## src/rtl/packet_tx_encoder.sv

```systemverilog
`default_nettype none
// ============================================================================
// Module   : packet_tx_encoder
// Brief    : Encodes 8-bit items into 20-bit packets and distributes them in
//            strict alternation onto two buffered output lanes.
// Revision : 1.0 - initial release
// ============================================================================
module packet_tx_encoder #(
    parameter int LANE_DEPTH = 4,
    parameter int CW         = $clog2(LANE_DEPTH + 1)
) (
    input  logic          clk,
    input  logic          rst,
    input  logic          in_valid,
    input  logic [7:0]    in_data,
    output logic          in_ready,
    output logic          lane1_valid,
    input  logic          lane1_ready,
    output logic [19:0]   lane1_data,
    output logic [CW-1:0] lane1_count,
    output logic          lane2_valid,
    input  logic          lane2_ready,
    output logic [19:0]   lane2_data,
    output logic [CW-1:0] lane2_count,
    output logic          next_lane,
    output logic [3:0]    seq
);

    localparam int c_pw = $clog2(LANE_DEPTH);

    logic                 r_next_lane;
    logic [3:0]           r_seq;
    logic                 w_accept;
    logic [19:0]          w_packet;
    logic [1:0]           w_full;
    logic [1:0]           w_lane_ready;
    logic [1:0]           w_lane_valid;
    logic [1:0][19:0]     w_lane_data;
    logic [1:0][CW-1:0]   w_lane_count;

    // Ready depends only on registered state, never on in_valid.
    assign in_ready     = ~w_full[r_next_lane];
    assign w_accept     = in_valid && in_ready;
    assign w_packet     = {r_seq, ~in_data, in_data ^ {4'h0, r_seq}};
    assign w_lane_ready = {lane2_ready, lane1_ready};

    assign next_lane    = r_next_lane;
    assign seq          = r_seq;
    assign lane1_valid  = w_lane_valid[0];
    assign lane1_data   = w_lane_data[0];
    assign lane1_count  = w_lane_count[0];
    assign lane2_valid  = w_lane_valid[1];
    assign lane2_data   = w_lane_data[1];
    assign lane2_count  = w_lane_count[1];

    always_ff @(posedge clk or posedge rst) begin
        if (rst) begin
            r_next_lane <= 1'b0;
            r_seq       <= 4'h0;
        end else if (w_accept) begin
            r_next_lane <= ~r_next_lane;
            r_seq       <= r_seq + 4'd1;
        end
    end

    generate
        for (genvar g = 0; g < 2; g++) begin : g_lane
            localparam logic c_lane_id = (g == 1);

            logic [19:0]     r_mem [LANE_DEPTH];
            logic [c_pw-1:0] r_wr_ptr;
            logic [c_pw-1:0] r_rd_ptr;
            logic [CW-1:0]   r_count;
            logic            w_push;
            logic            w_pop;
            logic            w_valid;

            assign w_valid         = (r_count != '0);
            assign w_push          = w_accept && (r_next_lane == c_lane_id);
            assign w_pop           = w_valid && w_lane_ready[g];
            assign w_full[g]       = (r_count == CW'(LANE_DEPTH));
            assign w_lane_valid[g] = w_valid;
            assign w_lane_data[g]  = w_valid ? r_mem[r_rd_ptr] : 20'h00000;
            assign w_lane_count[g] = r_count;

            // Storage is intentionally left unreset; the head is masked by valid.
            always_ff @(posedge clk) begin
                if (w_push) begin
                    r_mem[r_wr_ptr] <= w_packet;
                end
            end

            always_ff @(posedge clk or posedge rst) begin
                if (rst) begin
                    r_wr_ptr <= '0;
                    r_rd_ptr <= '0;
                    r_count  <= '0;
                end else begin
                    if (w_push) begin
                        r_wr_ptr <= r_wr_ptr + c_pw'(1);
                    end
                    if (w_pop) begin
                        r_rd_ptr <= r_rd_ptr + c_pw'(1);
                    end
                    case ({w_push, w_pop})
                        2'b10:   r_count <= r_count + CW'(1);
                        2'b01:   r_count <= r_count - CW'(1);
                        default: r_count <= r_count;
                    endcase
                end
            end
        end
    endgenerate

endmodule
`default_nettype wire

```

## config.mk

```make
export PLATFORM = sky130hd
export DESIGN_NAME = packet_tx_encoder
export DESIGN_NICKNAME = d
export VERILOG_FILES = /design/src/rtl/packet_tx_encoder.sv
export SDC_FILE = /design/constraint.sdc
export NUM_CORES = 1
export LEC_CHECK = 0
export CAP_MARGIN = 25
export CORE_ASPECT_RATIO = 2
export CORE_MARGIN = 5
export CORE_UTILIZATION = 45
export CTS_BUF_LIST = sky130_fd_sc_hd__clkbuf_4 sky130_fd_sc_hd__clkbuf_8
export DETAILED_ROUTE_END_ITERATION = 10
export DONT_BUFFER_PORTS = 1
export PLACE_DENSITY = 0.61
export SYNTH_ARGS = -nofsm -noshare
export SYNTH_HDL_FRONTEND = slang
export SYNTH_SLANG_ARGS = --single-unit
```

## constraint.sdc

```tcl
create_clock -name clk -period 6.7 [get_ports clk]
set_input_delay 1.005 -clock clk [delete_from_list [all_inputs] [get_ports clk]]
set_output_delay 1.005 -clock clk [all_outputs]
set_load 0.01 [all_outputs]
```

After elaboration in Yosys (flattened, before gate mapping)
Memory sizes are Yosys's and may differ from the RTL's.
Cells that the tools add are included.
{"block": "totals", "reg_bits": 19, "mem_bits_rw": 160, "inputBits": 13, "memories": 2}
{"block": "classes", "addsub": 9, "magnitude_cmp": 1, "n_eq_ne": 6, "muxes": 10, "bitwise": 4, "reduce_logical": 9}
{"name": "g_lane[0].r_mem", "words": 4, "width": 20, "rd": 1, "rd_clocked_by_memory_dff": 0, "wr": 1, "line": "70", "source": "logic [19:0] r_mem [LANE_DEPTH];"}
{"name": "g_lane[1].r_mem", "words": 4, "width": 20, "rd": 1, "rd_clocked_by_memory_dff": 0, "wr": 1, "line": "70"}
{"operator": "$mux W20", "n": 2}
{"operator": "$pmux W3 S2", "n": 2}
{"operator": "$add A2 B1 Y2 const B", "n": 4}
{"operator": "$not A8 Y8", "n": 1}
{"operator": "$xor A8 B4 Y8", "n": 1}
{"operator": "$add A3 B1 Y3 const B", "n": 2}
{"operator": "$eq A3 B3 Y1 const B", "n": 2}
{"operator": "$mux W1", "n": 6}
{"operator": "$reduce_bool A3 Y1", "n": 2}
{"operator": "$sub A3 B1 Y3 const B", "n": 2}
{"operator": "$logic_and A1 B1 Y1", "n": 5}
{"operator": "$add A4 B1 Y4 const B", "n": 1}
{"operator": "$eq A2 B1 Y1 const B", "n": 2}
{"operator": "$eq A2 B2 Y1 const B", "n": 2}
{"operator": "$reduce_bool A2 Y1", "n": 2}
{"operator": "$lt A1 B2 Y1 const B", "n": 1}
{"operator": "$not A1 Y1", "n": 2}

Logic depth before layout (Yosys ltp)
{"block": "depth", "depth_word": 8, "depth_mapped": 10, "mapped_depth_nobuf": 9}

Least setup slack after synthesis
Ideal clock, no wire load.
{"block": "synth_path", "path_type": "input port to flip-flop", "start": "in in_valid", "end": "mem g_lane[0].r_mem[0][0], enable pin", "setup_ns": 0.378, "arrival_ns": 2.037, "required_ns": 6.322, "setup_slack_ns": 4.285, "cell_stages": 3, "n_path_buf": 0, "path_cell_list": "inv_1 a311oi_4 and2_1"}
{"block": "synth_between", "elab_chain_cells": 4}
{"element": "start: declaration", "line": "14", "source": "input logic in_valid,"}
{"element": "$logic_and A1 B1 Y1", "line": "43", "source": "assign w_accept = in_valid && in_ready;"}
{"element": "$logic_and A1 B1 Y1", "line": "79", "source": "assign w_push = w_accept && (r_next_lane == c_lane_id);"}
{"element": "$mux W1", "line": "88", "source": "if (w_push) begin"}
{"element": "$mux W1 (implied by the code)", "line": "89", "source": "r_mem[r_wr_ptr] <= w_packet;"}
{"element": "end: declaration", "line": "70"}
Every way passes these cells.

Worst setup path in the final report
{"block": "layout_path", "start": "reg g_lane[1].r_rd_ptr[0]", "end": "out lane2_data[0]"}
{"block": "layout_between", "elab_chain_cells": 2}
{"element": "start: declaration", "line": "72", "source": "logic [c_pw-1:0] r_rd_ptr;"}
{"element": "start signal: assignment", "line": "103", "source": "r_rd_ptr <= r_rd_ptr + c_pw'(1);"}
{"element": "$mem_v2 Z4 W20"}
{"element": "$mux W20", "line": "83", "source": "assign w_lane_data[g] = w_valid ? r_mem[r_rd_ptr] : 20'h00000;"}
{"element": "end: declaration", "line": "23", "source": "output logic [19:0] lane2_data,"}
Every way passes these cells.

==> reports/metrics.yaml <==
clocking:
  htree_levels: 4
  cts_made_buffers: 17
  cts_tree: "built"
  post-cts-setup-buffer-count: 0
  path_clk_slew_ps: 90
  clock_path_buffers: 2
  cts-root-buf: "clkbuf_8"
  ctsHoldBuffers: 0
  post_cts_resized: 0
  clk_latency_ps: 450
  cts.sink_count: 179
critical_path:
  r2r_end: "lane2_count[2]"
  rrSetupSlack_ps: 4130
  crit_buf_inv: 1
  timing.rr.start: "lane2_count[0]"
  endpoint_kind: "primary output"
  startpoint: "g_lane[1].r_rd_ptr[0]"
  critical_path.top_delay_family: "flip-flops"
  slowest_stage: "dfrtp_1"
  cp_max_fo: 13
  crit_end: "lane2_data[0]"
  cp.required_ps: 5690
  crit_chain: "buf_4 -> mux4_2 -> and2_1"
  path_class: "reg -> out"
  start_kind: "register"
  path_depth: 3
  slowest_delay_ps: 710
  reg2reg_depth: 8
  critPathArrivalTime_ps: 2310
routing:
  num_vias: 3132
  via_per_inst: 5.33
  postRouteAntennaNets: 0
  routed_wl_mm: 13.4
  wl_per_cell_um: 22.8
  drt_iter0_markers: 111
  dr.pass1.iters: 5
  drcViolationCount: 0
logic_synthesis:
  yosysTopAreaCellShare_pct: 66.5
  synth_cells: 364
  synthTopCellsByCount: "edfxtp_1 (160), and2_1 (50), mux4_2 (40), inv_1 (22), dfrtp_1 (19)"
  synth_seq_area_share_pct: 73.1
  yosys.area.top_type: "edfxtp_1"
  synthTopCellsByArea: "edfxtp_1 (67%), mux4_2 (12%), dfrtp_1 (6.6%)"
  ys_seq_elements: 179
  synth_edf_count: 160
  synth_nets: 390
  synth.most_common_cell: "edfxtp_1"
  ys_types: 28
  ys_warn_count: 0
  async_reset_ff_share_pct: 10.6
  synth_area_um2: 7220
  synth_area_per_cell_um2: 19.8
  ys.flop_type: "edfxtp_1"
run:
  cap_viol_max_count: 0
finish:
  final_cells: 588
  final_nets: 400
  ff_latch_area_um2: 5280
  area_delta_synth_final_pct: 9.73
  multi_input_area_um2: 1760
  drive_gt1_share_pct: 22.5
  fin_util_pct: 50.2
  antenna_cells: 0
  fillers: 1321
grt:
  grt_overflow: 0
  grtUsageTotal_pct: 15.2
  grt_max_degree: 24
  antenna_found_initial: 0
  grt_pass1_vias: 3353
  grt_pass1_wl_mm: 20.6
pwr:
  power_mw: 3.49
  power_density_nw_per_um2: 440
  vdd_drop_max_v: 0.000280
  cellLeakagePower_nw: 2.69
floorplanning:
  num_rows: 65
  fp.dieW_um: 99.6
  start_util_pct: 45.8
  core_area_um2: 15800
  die_area_um2: 18800
  die_h_um: 189
  io-pin-count: 67
sta:
  min_period_over_period_pct: 49.5
  drv_slew: 0
  slew_headroom_pct: 31.8
  fin_hold_ws_ps: 490
  hold_viol_final: 0
  layout_min_cycle_time_ps: 3320
  finClkSkew_ps: 16.0
  fin_setup_tns_ps: 0
  setup_viol: 0
  fmax_mhz: 301
  worst_pin_slew_ps: 1020
  rsz0062_at_grt: "false"
place:
  dpl.cell_count: 551
  place_congestion: 0.715
  portBuffers: 0
  hpwl_mm: 9.03
hold_path:
  min_path_type: "reg -> reg"
  min-delay-start: "g_lane[0].r_rd_ptr[0]"
outcome:
  status: "complete, no violations"
==> per-layer routing <==
| layer | track usage [%] | vias to the layer above | share of wire [%] |
|---|---|---|---|
| li1 | - | 1410 | - |
| met1 | 17.0 | 1627 | 36 |
| met2 | 27.5 | 85 | 57 |
| met3 | 4.57 | 10 | 5.0 |
| met4 | 4.58 | 0 | 1.3 |
| met5 | 0 | - | 0 |
==> stage by stage <==
step | area [um2] | setup slack, ps
after floorplan | 7220 | 4290
after global placement | 7390 | 3840
after detailed placement | 7400 | 3820
after CTS | 7790 | 3300
after global routing | 7930 | 3160
final | 7930 | 3380
==> state kept, by name, summed over array words and instances, names as in the netlist <==
signal,cells
g_lane.r_wr_ptr,4
g_lane.r_rd_ptr,4
next_lane,1
lane2_count,3
g_lane.r_mem,160
seq,4
lane1_count,3
==> kinds of logic after synthesis <==
logic type                 count (synthesis)  synth area share, %
DFF                                      179                 73.1
and+or+nand+nor                           67                 5.85
muxes                                     45                 13.3
buffers and inverters                     39                 2.55
xor gates and xnor gates                  19                 2.30
adders and majority gates                 13                 2.46
AOI/OAI and AO/OA                          2                0.468
==> worst min-delay path by stage <==
stage	endpoint	slack, ps	cells past startpoint
global placement	g_lane[0].r_rd_ptr[0]	490	1
global route	g_lane[0].r_rd_ptr[0]	540	1
finish	g_lane[0].r_rd_ptr[0]	490	1
detailed placement	g_lane[0].r_rd_ptr[0]	480	1
CTS	g_lane[0].r_rd_ptr[0]	500	1
floorplan	g_lane[0].r_wr_ptr[1]	530	1
==> final cells by class <==
class                   count  share of cell area [%]
flip-flops and latches    179                    66.6
multi-input cells         146                    22.2
well taps                 201                    3.17
clock buffers              18                    3.13
repair buffers              8                    2.08
clock inverters            14                    1.77
inverters                  22                    1.04
==> where the power goes <==
part	leakage [nW]	internal (mW)	total [mW]	switching [mW]
combinational	0.809	0.496	1.05	0.553
sequential	1.67	1.50	1.73	0.229
clock	0.205	0.317	0.712	0.395
total	2.69	2.31	3.49	1.18
==> cell usage in the layout, fill, tap and decap left out, types with 2 or more instances in the layout <==
| cell | synthesis | final |
|---|---|---|
| and2_1 | 50 | 50 |
| buf_16 | 0 | 4 |
| buf_4 | 8 | 2 |
| clkbuf_8 | 0 | 18 |
| clkinv_4 | 0 | 2 |
| dfrtp_1 | 19 | 19 |
| edfxtp_1 | 160 | 160 |
| fa_1 | 2 | 2 |
| ha_1 | 11 | 11 |
| inv_1 | 22 | 22 |
| inv_4 | 0 | 3 |
| inv_6 | 0 | 4 |
| inv_8 | 0 | 3 |
| mux2_2 | 2 | 2 |
| mux2i_1 | 2 | 2 |
| mux4_2 | 40 | 40 |
| nand2_1 | 2 | 2 |
| nand3_1 | 2 | 2 |
| nor2_1 | 3 | 3 |
| nor3_1 | 2 | 2 |
| or3_1 | 2 | 2 |
| xnor2_1 | 6 | 6 |
| xor2_1 | 13 | 13 |
Note: power is estimated with default switching activity, not from simulation.
